--- config.mk ---
export PLATFORM = sky130hd
export DESIGN_NAME = truth_table_scanner_flat
export DESIGN_NICKNAME = d
export VERILOG_FILES = /design/src/rtl/truth_table_scanner_if.sv /design/src/rtl/truth_table_scanner.sv /design/src/flat_wrapper.sv
export SDC_FILE = /design/constraint.sdc
export NUM_CORES = 1
export LEC_CHECK = 0
export CAP_MARGIN = 10
export CORE_MARGIN = 1.5
export CORE_UTILIZATION = 45
export CTS_CLUSTER_DIAMETER = 150
export CTS_CLUSTER_SIZE = 28
export DETAILED_ROUTE_END_ITERATION = 10
export GPL_TIMING_DRIVEN = 1
export PLACE_DENSITY = 0.71
export SYNTH_ARGS = -nofsm -noshare
export SYNTH_HDL_FRONTEND = slang
export SYNTH_SLANG_ARGS = --single-unit
--- constraint.sdc ---
create_clock -name clk -period 1.7 [get_ports clk]
set_input_delay 0.255 -clock clk [delete_from_list [all_inputs] [get_ports clk]]
set_output_delay 0.255 -clock clk [all_outputs]
set_load 0.005 [all_outputs]
--- src/rtl/truth_table_scanner_if.sv ---
// Stimulus/response bus between the truth-table scanner (master) and the
// circuit pair under check plus whoever reads the scan results (slave).
interface truth_table_scanner_if #(
    parameter int N_IN = 3
);
    logic                 start;
    logic                 f_ref;
    logic                 f_alt;
    logic [N_IN-1:0]      stim;
    logic                 busy;
    logic                 done;
    logic [2**N_IN-1:0]   minterms;
    logic                 equiv;
    logic                 mismatch_valid;
    logic [N_IN-1:0]      first_mismatch;

    modport master (
        input  start, f_ref, f_alt,
        output stim, busy, done, minterms, equiv, mismatch_valid, first_mismatch
    );

    modport slave (
        output start, f_ref, f_alt,
        input  stim, busy, done, minterms, equiv, mismatch_valid, first_mismatch
    );
endinterface

--- src/rtl/truth_table_scanner.sv ---
// Walks every input vector of an N_IN-input circuit pair, records the minterm
// mask of f_ref and reports whether f_alt agrees, with the first failing vector.
module truth_table_scanner #(
    parameter int N_IN       = 3,
    parameter int SETTLE_CYC = 1
) (
    input  logic                         clk,
    input  logic                         rst_n,
    truth_table_scanner_if.master        bus
);
    typedef enum logic [1:0] {IDLE, SETTLE, SAMPLE, DONE} state_e;

    localparam logic [3:0]      RELOAD = 4'(SETTLE_CYC - 1);
    localparam logic [N_IN-1:0] LAST   = '1;

    state_e               state_q, state_d;
    logic [3:0]           cnt_q, cnt_d;
    logic [N_IN-1:0]      stim_q, stim_d;
    logic                 busy_q, busy_d;
    logic                 done_q, done_d;
    logic [2**N_IN-1:0]   minterms_q, minterms_d;
    logic                 equiv_q, equiv_d;
    logic                 mv_q, mv_d;
    logic [N_IN-1:0]      fm_q, fm_d;

    // NOTE: every _d gets a default before the case so no path leaves a
    // signal unassigned, which would otherwise infer a latch.
    always_comb begin
        state_d    = state_q;
        cnt_d      = cnt_q;
        stim_d     = stim_q;
        busy_d     = busy_q;
        done_d     = 1'b0;
        minterms_d = minterms_q;
        equiv_d    = equiv_q;
        mv_d       = mv_q;
        fm_d       = fm_q;

        case (state_q)
            IDLE: begin
                if (bus.start) begin
                    stim_d     = '0;
                    minterms_d = '0;
                    mv_d       = 1'b0;
                    fm_d       = '0;
                    equiv_d    = 1'b1;
                    cnt_d      = RELOAD;
                    busy_d     = 1'b1;
                    state_d    = SETTLE;
                end
            end
            SETTLE: begin
                if (cnt_q == 4'd0) state_d = SAMPLE;
                else               cnt_d   = cnt_q - 4'd1;
            end
            SAMPLE: begin
                minterms_d[stim_q] = bus.f_ref;
                if (bus.f_ref != bus.f_alt) begin
                    equiv_d = 1'b0;
                    // Only the first disagreement is latched as the reported vector.
                    if (!mv_q) begin
                        fm_d = stim_q;
                        mv_d = 1'b1;
                    end
                end
                if (stim_q == LAST) begin
                    busy_d  = 1'b0;
                    done_d  = 1'b1;
                    state_d = DONE;
                end else begin
                    stim_d  = stim_q + 1'b1;
                    cnt_d   = RELOAD;
                    state_d = SETTLE;
                end
            end
            DONE:    state_d = IDLE;
            default: state_d = IDLE;
        endcase
    end

    // NOTE: sequential state uses non-blocking assignments so every register
    // samples its pre-edge _d value regardless of statement order.
    always_ff @(posedge clk or negedge rst_n) begin
        if (!rst_n) begin
            state_q    <= IDLE;
            cnt_q      <= '0;
            stim_q     <= '0;
            busy_q     <= 1'b0;
            done_q     <= 1'b0;
            minterms_q <= '0;
            equiv_q    <= 1'b0;
            mv_q       <= 1'b0;
            fm_q       <= '0;
        end else begin
            state_q    <= state_d;
            cnt_q      <= cnt_d;
            stim_q     <= stim_d;
            busy_q     <= busy_d;
            done_q     <= done_d;
            minterms_q <= minterms_d;
            equiv_q    <= equiv_d;
            mv_q       <= mv_d;
            fm_q       <= fm_d;
        end
    end

    assign bus.stim           = stim_q;
    assign bus.busy           = busy_q;
    assign bus.done           = done_q;
    assign bus.minterms       = minterms_q;
    assign bus.equiv          = equiv_q;
    assign bus.mismatch_valid = mv_q;
    assign bus.first_mismatch = fm_q;
endmodule
--- src/flat_wrapper.sv ---
// flat-port wrapper written by rule: the top's interface ports become plain ports
module truth_table_scanner_flat 
#(
    parameter int N_IN       = 3,
    parameter int SETTLE_CYC = 1
)
  (clk, rst_n, bus_start, bus_f_ref, bus_f_alt, bus_stim, bus_busy, bus_done, bus_minterms, bus_equiv, bus_mismatch_valid, bus_first_mismatch);
  truth_table_scanner_if #(.N_IN(N_IN)) bus_i ();
  input  logic clk;
  input  logic rst_n;
  input wire logic [$bits(bus_i.start)-1:0] bus_start;
  input wire logic [$bits(bus_i.f_ref)-1:0] bus_f_ref;
  input wire logic [$bits(bus_i.f_alt)-1:0] bus_f_alt;
  output wire logic [$bits(bus_i.stim)-1:0] bus_stim;
  output wire logic [$bits(bus_i.busy)-1:0] bus_busy;
  output wire logic [$bits(bus_i.done)-1:0] bus_done;
  output wire logic [$bits(bus_i.minterms)-1:0] bus_minterms;
  output wire logic [$bits(bus_i.equiv)-1:0] bus_equiv;
  output wire logic [$bits(bus_i.mismatch_valid)-1:0] bus_mismatch_valid;
  output wire logic [$bits(bus_i.first_mismatch)-1:0] bus_first_mismatch;
  assign bus_i.start = bus_start;
  assign bus_i.f_ref = bus_f_ref;
  assign bus_i.f_alt = bus_f_alt;
  assign bus_stim = bus_i.stim;
  assign bus_busy = bus_i.busy;
  assign bus_done = bus_i.done;
  assign bus_minterms = bus_i.minterms;
  assign bus_equiv = bus_i.equiv;
  assign bus_mismatch_valid = bus_i.mismatch_valid;
  assign bus_first_mismatch = bus_i.first_mismatch;
  truth_table_scanner #(.N_IN(N_IN), .SETTLE_CYC(SETTLE_CYC)) u_core (.clk(clk), .rst_n(rst_n), .bus(bus_i));
endmodule
=== Yosys cells after proc, flatten, opt, wreduce, memory -nomap -nowiden ===
Index checks and enable logic that the tools add are counted.

* Order comparisons: 2
* Multiplexer cells: 29
* Add/subtract/negate cells: 2
* Eq/ne operators: 12
* Reduce and logical (&&, ||, !) cells: 12

{| class="wikitable"
|+ Operator list
! kind !! number
|-
| one-hot mux 8 bit (2 select lines) || 1
|-
| two-way mux 3 bit || 4
|-
| two-way mux 4 bit || 3
|-
| one-hot mux 3 bit (2 select lines) || 2
|-
| one-hot mux 4 bit (3 select lines) || 1
|-
| AND reduction 3 bit || 3
|-
| bitwise mux 8 bit || 1
|-
| two-way mux 1 bit || 8
|-
| two-way mux 8 bit || 1
|-
| != test 2 bit (second input constant) || 4
|-
| one-hot mux 2 bit (4 select lines) || 1
|-
| AND reduction 4 bit || 2
|-
| two-way mux 2 bit || 3
|-
| != test 2 x 1 -> 1 bit (second input constant) || 3
|-
| one-hot mux 1 bit (2 select lines) || 3
|-
| equality test 2 bit (second input constant) || 2
|-
| logical NOT 4 bit || 1
|-
| less-than comparator 3 x 4 -> 1 bit (second input constant) || 1
|-
| AND reduction 2 bit || 2
|-
| subtractor 4 x 1 -> 4 bit (second input constant) || 1
|-
| adder 3 x 1 -> 3 bit (second input constant) || 1
|-
| demux 1 bit (select 3 bit) || 1
|-
| equality test 3 bit (second input constant) || 1
|-
| greater-or-equal comparator 3 x 1 -> 1 bit (second input constant) || 1
|-
| other kinds (6) || 6
|}

* Register bits: 24
* Input bits: 5

=== Depth between registers and ports, before layout ===
Gate-level depths: netlist (run 1).

* Depth after elaboration: 6
* Mapped depth: 5

=== Least setup slack after synthesis (run 1) ===
OpenSTA, ideal clock, no wires.

* Kind: register to register
* From: register u_core.cnt_q[0]
* To: register u_core.cnt_q[1]
* Setup time: 124 ps
* Required time: 1576 ps
* Stages on the path, launching flop included: 6
* Arrival time: 1409 ps
* Slack: 167 ps
* Path through: dfrtp_1 -> inv_1 -> ha_1 -> nor3b_1 -> nor3_1 -> a211o_1

* Word-level cells in the longest chain between the ends: 3

{| class="wikitable"
|+ Ends and longest elaborated chain
! what !! RTL line !! text
|-
| start, declared || truth_table_scanner.sv:17 || <nowiki>logic [3:0] cnt_q, cnt_d;</nowiki>
|-
| start signal, assigned || truth_table_scanner.sv:96 || <nowiki>cnt_q <= cnt_d;</nowiki>
|-
| subtractor 4 x 1 -> 4 bit or logical NOT 4 bit (tied branches) || truth_table_scanner.sv:54, truth_table_scanner.sv:53 ||
|-
| two-way mux 4 bit or != test 2 bit (tied branches) || -- ||
|-
| one-hot mux 4 bit (3 select lines) or AND reduction 4 bit (tied branches) || -- ||
|}

Several ways; a longest one is shown, not always the timed one. The select of a mux whose other input is x is not followed.
A chain may end at the register's enable or synchronous reset.

=== Worst setup path after layout (run 1) ===
* From: register u_core.stim_q[1] (netlist: u_core.bus.stim[1])
* To: output port bus_stim[1]

{| class="wikitable"
|+ RTL lines
! what !! RTL line !! text
|-
| start, declared || truth_table_scanner.sv:18 || <nowiki>logic [N_IN-1:0] stim_q, stim_d;</nowiki>
|-
| start signal, assigned || truth_table_scanner.sv:97 || <nowiki>stim_q <= stim_d;</nowiki>
|-
| end, declared || flat_wrapper.sv:14 || <nowiki>output wire logic [$bits(bus_i.stim)-1:0] bus_stim;</nowiki>
|}

No word-level cell between the ends.

==> impl_results.md, run 1 <==
* Status: completed
* Final HPWL from detailed placement at 1870 um
* Worst min path class: input port to async pin
* ANT nets after route at 0
* Share of cells above drive strength 1 at 14.7%
* Worst path max stage delay at 0.51 ns
* GR peak layer: met2
* Vias in the first global route at 972
* Crit end category: output port
* Total Power at 1.95 mW
* Int Pwr at 1.31 mW
* Ys Warns at 0
* Clk pwr share at 15.2%
* Clk sinks at 24
* Slowest CP cell: clkdlybuf4s50_1
* Crit-path cells: buf_4 -> clkdlybuf4s50_1
* Worst-Skew Late Latency at 0.31 ns
* Routed Wire Length at 2510 um
* Pre-CTS setup slack at -0.0323 ns
* Clock skew at 0.00325 ns
* Largest net degree at the start of global routing at 25
* CTS tree: yes
* Met3 Use GR at 2.46%
* Fin util at 63.2%
* TNS Setup at 0 ns
* Layout net count at 159
* Final hold vios at 0
* Clock-pin slew on the worst setup and hold paths at 0.13 ns
* Io pins at 23
* Post-DP Area at 1530 um2
* GR Layer Usage met2 at 33.9%
* Core area at 2500 um2
* WP data required at 1.44 ns
* DIE AREA at 2980 um2
* All-Layer GR Usage at 19.7%
* Worst-path maximum fanout at 9
* Peak supply drop at 0.827 mV
* Commonest non-fill, non-tap cell in the layout: dfrtp_1
* CTS Root Cell: clkbuf_4
* Worst Path Buf+Inv at 2
* Initial Util at 47.8%
* Max-slew violations at 0
* Routed wire per std cell at 14.0 um
* Max-slew headroom at 67.9%
* Max-Cap Viols at 0
* Combinational group share of total power at 43.9%
* Sw Share at 33.1%
* Post-Layout Cell Count at 180
* Commonest cells after routing, fill and taps aside: dfrtp_1 (23), clkdlybuf4s50_1 (21), nand2_1 (20)
* Worst-margin pin slew at 0.480 ns
* Vias per std cell at 5.42
* Cts bufs inserted at 3
* Post-Syn Instances at 116
* Minimum clock period at 1.60 ns
* Clock Tree Buf Depth at 2
* Worst setup SP type: register
* Net Switching at 0.648 mW
* TritonRoute pass-1 iters at 4
* H-tree depth at 1
* Synthesis-stage register bit count at 24
* Buffers added on ports at 22
* Fmax at 0.624 GHz
* GRT overflow at 0
* Initial antenna violation count at 0
* Mapped Avg Cell Area at 10.3 um2
* Worst Path Class, Setup: register to output port
* Total number of vias at 976
* Hold WS at 0.280 ns
* Final setup vio count at 0
* Post-route worst setup slack at 0.0965 ns
* Seq pwr share at 40.9%
* Delay-heaviest family, CP: buffers and inverters
* Rows at 18
* Critical path arrival at 1.35 ns
* First-pass GRT wire length at 4190 um
* Met1 Use GR at 25.1%
* Area growth from synthesis to layout at 32.0%
* Mapped cell area at 1200 um2
* Die Width at 54.6 um
* Die height at 54.6 um
* Synth unique cells at 30
* Power Dens Cells at 1240 nW/um2
* Unrepaired setup endpoints after global routing: no
* Leakage at 0.823 nW
* Drt drc at 0
* Register area share after synthesis at 50.2%
* Diode count at 0
* Inst Count DP at 175
* Final standard cell area without fillers at 1580 um2
* RD Place Congestion at 0.712
* Syn nets at 124
* Final worst-path cycle share at 94.3%
* DR iter-0 viols at 11
power groups by stage:
stage | Sequential, mW | Clock (mW) | Combinational (mW)
5_1_grt | 0.819 | 0.331 | 0.957
6_report | 0.799 | 0.298 | 0.858
3_3_place_gp | 0.803 | 0 | 0.830
4_1_cts | 0.798 | 0.311 | 0.868
2_1_floorplan | 0.808 | 0 | 0.428
3_5_place_dp | 0.810 | 0 | 0.861
flip-flops by register name (all words and copies together) (netlist names):
register / cells
u_core.bus.first_mismatch: 3
u_core.bus.done: 1
u_core.bus.stim: 3
u_core.bus.mismatch_valid: 1
u_core.cnt_q: 4
u_core.state_q: 2
u_core.bus.equiv: 1
u_core.bus.minterms: 8
u_core.bus.busy: 1
worst reg2reg max path, cell delays in order (launching register included):
cell and delay, ns:
dfrtp_1 0.41, inv_1 0.06, ha_1 0.23, nor3b_1 0.15
buf_4 0.15, o211a_1 0.21, a211o_1 0.27
cell type report:
type	instances	area (um2)
flip-flops and latches	24	602
inverters	8	30.0
clock buffers	4	36.3
multi-input cells	80	548
fillers	202	921
repair buffers	34	325
well taps	30	37.5
synth_stat cells (all sizes together):
| cell type | count | area share, % |
|---|---|---|
| nor3b | 2 | 1.3 |
| nand3b | 1 | 0.63 |
| a32o | 1 | 0.84 |
| ha | 3 | 3.1 |
| a21oi | 4 | 1.7 |
| buf | 2 | 0.84 |
| o21ba | 1 | 0.84 |
| nand2b | 3 | 1.6 |
| a211o | 2 | 1.5 |
| or3b | 1 | 0.73 |
| and3b | 1 | 0.73 |
| mux2 | 1 | 0.94 |
| nor2b | 2 | 1.0 |
| nor2 | 5 | 1.6 |
| nand2 | 20 | 6.3 |
| dfrtp | 24 | 50 |
| nand3 | 2 | 0.84 |
| nor4bb | 1 | 0.84 |
| nor4 | 1 | 0.52 |
| xnor2 | 1 | 0.73 |
| o211a | 2 | 1.7 |
| o21ai | 4 | 1.7 |
| or2 | 1 | 0.52 |
| inv | 8 | 2.5 |
| nor3 | 2 | 0.84 |
| mux2i | 11 | 9.2 |
| clkbuf | 2 | 0.63 |
| a22o | 5 | 3.7 |
| or4b | 1 | 1.2 |
| o2bb2ai | 2 | 1.5 |
worst paths after layout:
path | slack [ns] | start | cells after the start | to
hold / removal | 0.28 | rst_n | 2 | u_core.bus.mismatch_valid$_DFFE_PN0P_
min in group clk | 0.51 | u_core.bus.busy$_DFFE_PN0P_ | 2 | u_core.bus.busy$_DFFE_PN0P_
setup reg to reg | 0.13 | u_core.cnt_q[0]$_DFFE_PN0P_ | 6 | u_core.cnt_q[0]$_DFFE_PN0P_
max in group asynchronous | 1.17 | rst_n | 2 | u_core.bus.stim[2]$_DFFE_PN0P_
hold reg to reg | 0.51 | u_core.bus.busy$_DFFE_PN0P_ | 2 | u_core.bus.busy$_DFFE_PN0P_
setup / recovery | 0.1 | u_core.bus.stim[1]$_DFFE_PN0P_ | 2 | bus_stim[1]
logic make-up (layout without fill, tap and decap cells):
kind of cell               after synthesis  after routing  synth area share, %
AOI/OAI and AO/OA                       21             21                 13.3
xor gates and xnor gates                 1              1                0.732
adders and majority gates                3              3                 3.14
buffers and inverters                   12             46                 3.98
DFF                                     24             24                 50.2
muxes                                   12             12                 10.1
and+or+nand+nor                         43             43                 18.5
routing by layer:
layer / vias to the layer above / wire [um]
met5: - / 0
met4: 0 / 19
met3: 2 / 82
met2: 17 / 1230
met1: 485 / 1180
li1: 472 / -
timing repair:
item | 4_1_cts | 5_1_grt
hold buffers | 0 | 0
setup buffers | 0 | 1
hold endpoints to repair | 0 | 0
resized for setup | 0 | 2
endpoints found under the setup margin | 0 | 2
No activity file was read; power rests on OpenSTA's default activity.
==> run 2: changes to the inputs <==
- MAX_ROUTING_LAYER: default -> met4
==> run 2 against run 1 <==
Compared with the run above:
- flip-flop and latch count did not move
- core utilization unchanged
- sequential share of layout area is the same
- cell count is the same
- highest routed layer unchanged
==> impl_results.md, run 2 (synthesis results as in run 1) <==
* Met3 routed WL at 82 um
* Initial Util at 47.8%
* Leakage at 0.823 nW
* Final setup vio count at 0
* Max-slew headroom at 67.9%
* H-tree depth at 1
* Worst min path class: input port to async pin
* Reg-to-reg endpoint: u_core.cnt_q[0]$_DFFE_PN0P_
* GRT overflow at 0
* Worst-margin pin slew at 0.480 ns
* Io pins at 23
* CTS Root Cell: clkbuf_4
* Clk sinks at 24
* Share of cells above drive strength 1 at 14.7%
* DR WL met2 at 1220 um
* Worst setup SP type: register
* Minimum clock period at 1.60 ns
* WP data required at 1.44 ns
* Core area at 2500 um2
* RD Place Congestion at 0.720
* Final worst-path cycle share at 94.4%
* ANT nets after route at 0
* Final hold vios at 0
* Layout net count at 159
* Worst-path maximum fanout at 9
* CTS tree: yes
* Max-slew violations at 0
* DR iter-0 viols at 11
* Largest net degree at the start of global routing at 25
* Routed Wire Length at 2510 um
* Initial antenna violation count at 0
* Hold WS at 0.282 ns
* Crit end category: output port
* Total Power at 1.95 mW
* All-Layer GR Usage at 20.3%
* Unrepaired setup endpoints after global routing: no
* Drt drc at 0
* RR Startpoint: u_core.cnt_q[0]$_DFFE_PN0P_
* Top Metal Used: met4
* Post-CTS Hold Fix Bufs at 0
* Reg2reg setup slack at 0.13 ns
* Rows at 18
* Commonest cells after routing, fill and taps aside: dfrtp_1 (23), clkdlybuf4s50_1 (21), nand2_1 (20)
* Die Width at 54.6 um
* Worst-Skew Late Latency at 0.31 ns
* Routed wire per std cell at 14.0 um
* DIE AREA at 2980 um2
* Clock-pin slew on the worst setup and hold paths at 0.13 ns
* Worst Path Class, Setup: register to output port
* Final HPWL from detailed placement at 1870 um
* Total number of vias at 978
* Clock Tree Buf Depth at 2
* First-pass GRT wire length at 4190 um
* Commonest non-fill, non-tap cell in the layout: dfrtp_1
* Max-Cap Viols at 0
* Post-Route M1 WL at 1190 um
* Peak supply drop at 0.827 mV
* Largest register FFs at 8
* Diode count at 0
* Vias per std cell at 5.43
* Worst Reg2Reg Path Length in Cells at 6
* Area growth from synthesis to layout at 32.0%
* Die height at 54.6 um
* Buffers added on ports at 22
* Vias in the first global route at 973
* Clock skew at 0.00409 ns
* Power Dens Cells at 1240 nW/um2
* Critical path arrival at 1.35 ns
* Cts bufs inserted at 3
* TritonRoute pass-1 iters at 4
* Status: completed
* Fmax at 0.623 GHz
run 2: cell counts in the layout (fill, tap and decap cells not counted):
No cell type changed its count.
run 2: layout make-up:
cell class / instances / area (um2)
Fill cell: 202 / 921
Sequential cell: 24 / 602
Multi-Input combinational cell: 80 / 548
Timing Repair Buffer: 34 / 325
Tap cell: 30 / 37.5
Clock buffer: 4 / 36.3
Inverter: 8 / 30.0
run 2: worst max path at each step:
stage                                                     to                           start  slack (ns)
finish                                           bus_stim[1]  u_core.bus.stim[1]$_DFFE_PN0P_         0.1
global route                     u_core.cnt_q[0]$_DFFE_PN0P_     u_core.cnt_q[0]$_DFFE_PN0P_        0.02
CTS                                              bus_stim[2]  u_core.bus.stim[2]$_DFFE_PN0P_        0.02
detailed placement  u_core.bus.first_mismatch[0]$_DFFE_PN0P_                       bus_f_ref       -0.03
global placement    u_core.bus.first_mismatch[0]$_DFFE_PN0P_                       bus_f_ref       -0.01
floorplan                        u_core.cnt_q[1]$_DFFE_PN0P_     u_core.cnt_q[0]$_DFFE_PN0P_        0.17
run 2: report_power, final:
group / switching [mW] / leakage, nW / internal [mW] / total, mW
sequential: 0.108 / 0.316 / 0.691 / 0.799
clock: 0.166 / 0.0210 / 0.131 / 0.297
combinational: 0.371 / 0.486 / 0.485 / 0.856
total: 0.646 / 0.823 / 1.31 / 1.95
run 2: worst max-delay path: stages (launching register included):
cell and delay, ns:
dfrtp_1 0.37, buf_4 0.16, clkdlybuf4s50_1 0.51
run 2: timing repair:
item	4_1_cts	5_1_grt
endpoints found under the setup margin	0	2
buffers inserted	0	1
gates resized for setup	0	2
run 2: metal layers:
layer  track usage, %  up-vias
met5                -        -
met4             7.50        0
met3             2.46        2
met2             33.9       17
met1             25.1      486
li1                 -      473
run 2: metrics by stage:
stage	instances	worst slack [ns]	instance area, um2	TNS, ns	util [%]
6_report	180	0.0956	1580	0	63.2
5_1_grt	180	0.0199	1580	0	63.2
4_1_cts	179	0.0178	1570	0	62.7
3_5_place_dp	175	-0.0323	1530	-0.0981	61.3
3_3_place_gp	175	-0.0117	1530	-0.0310	61.3
2_1_floorplan	116	0.167	1200	0	-
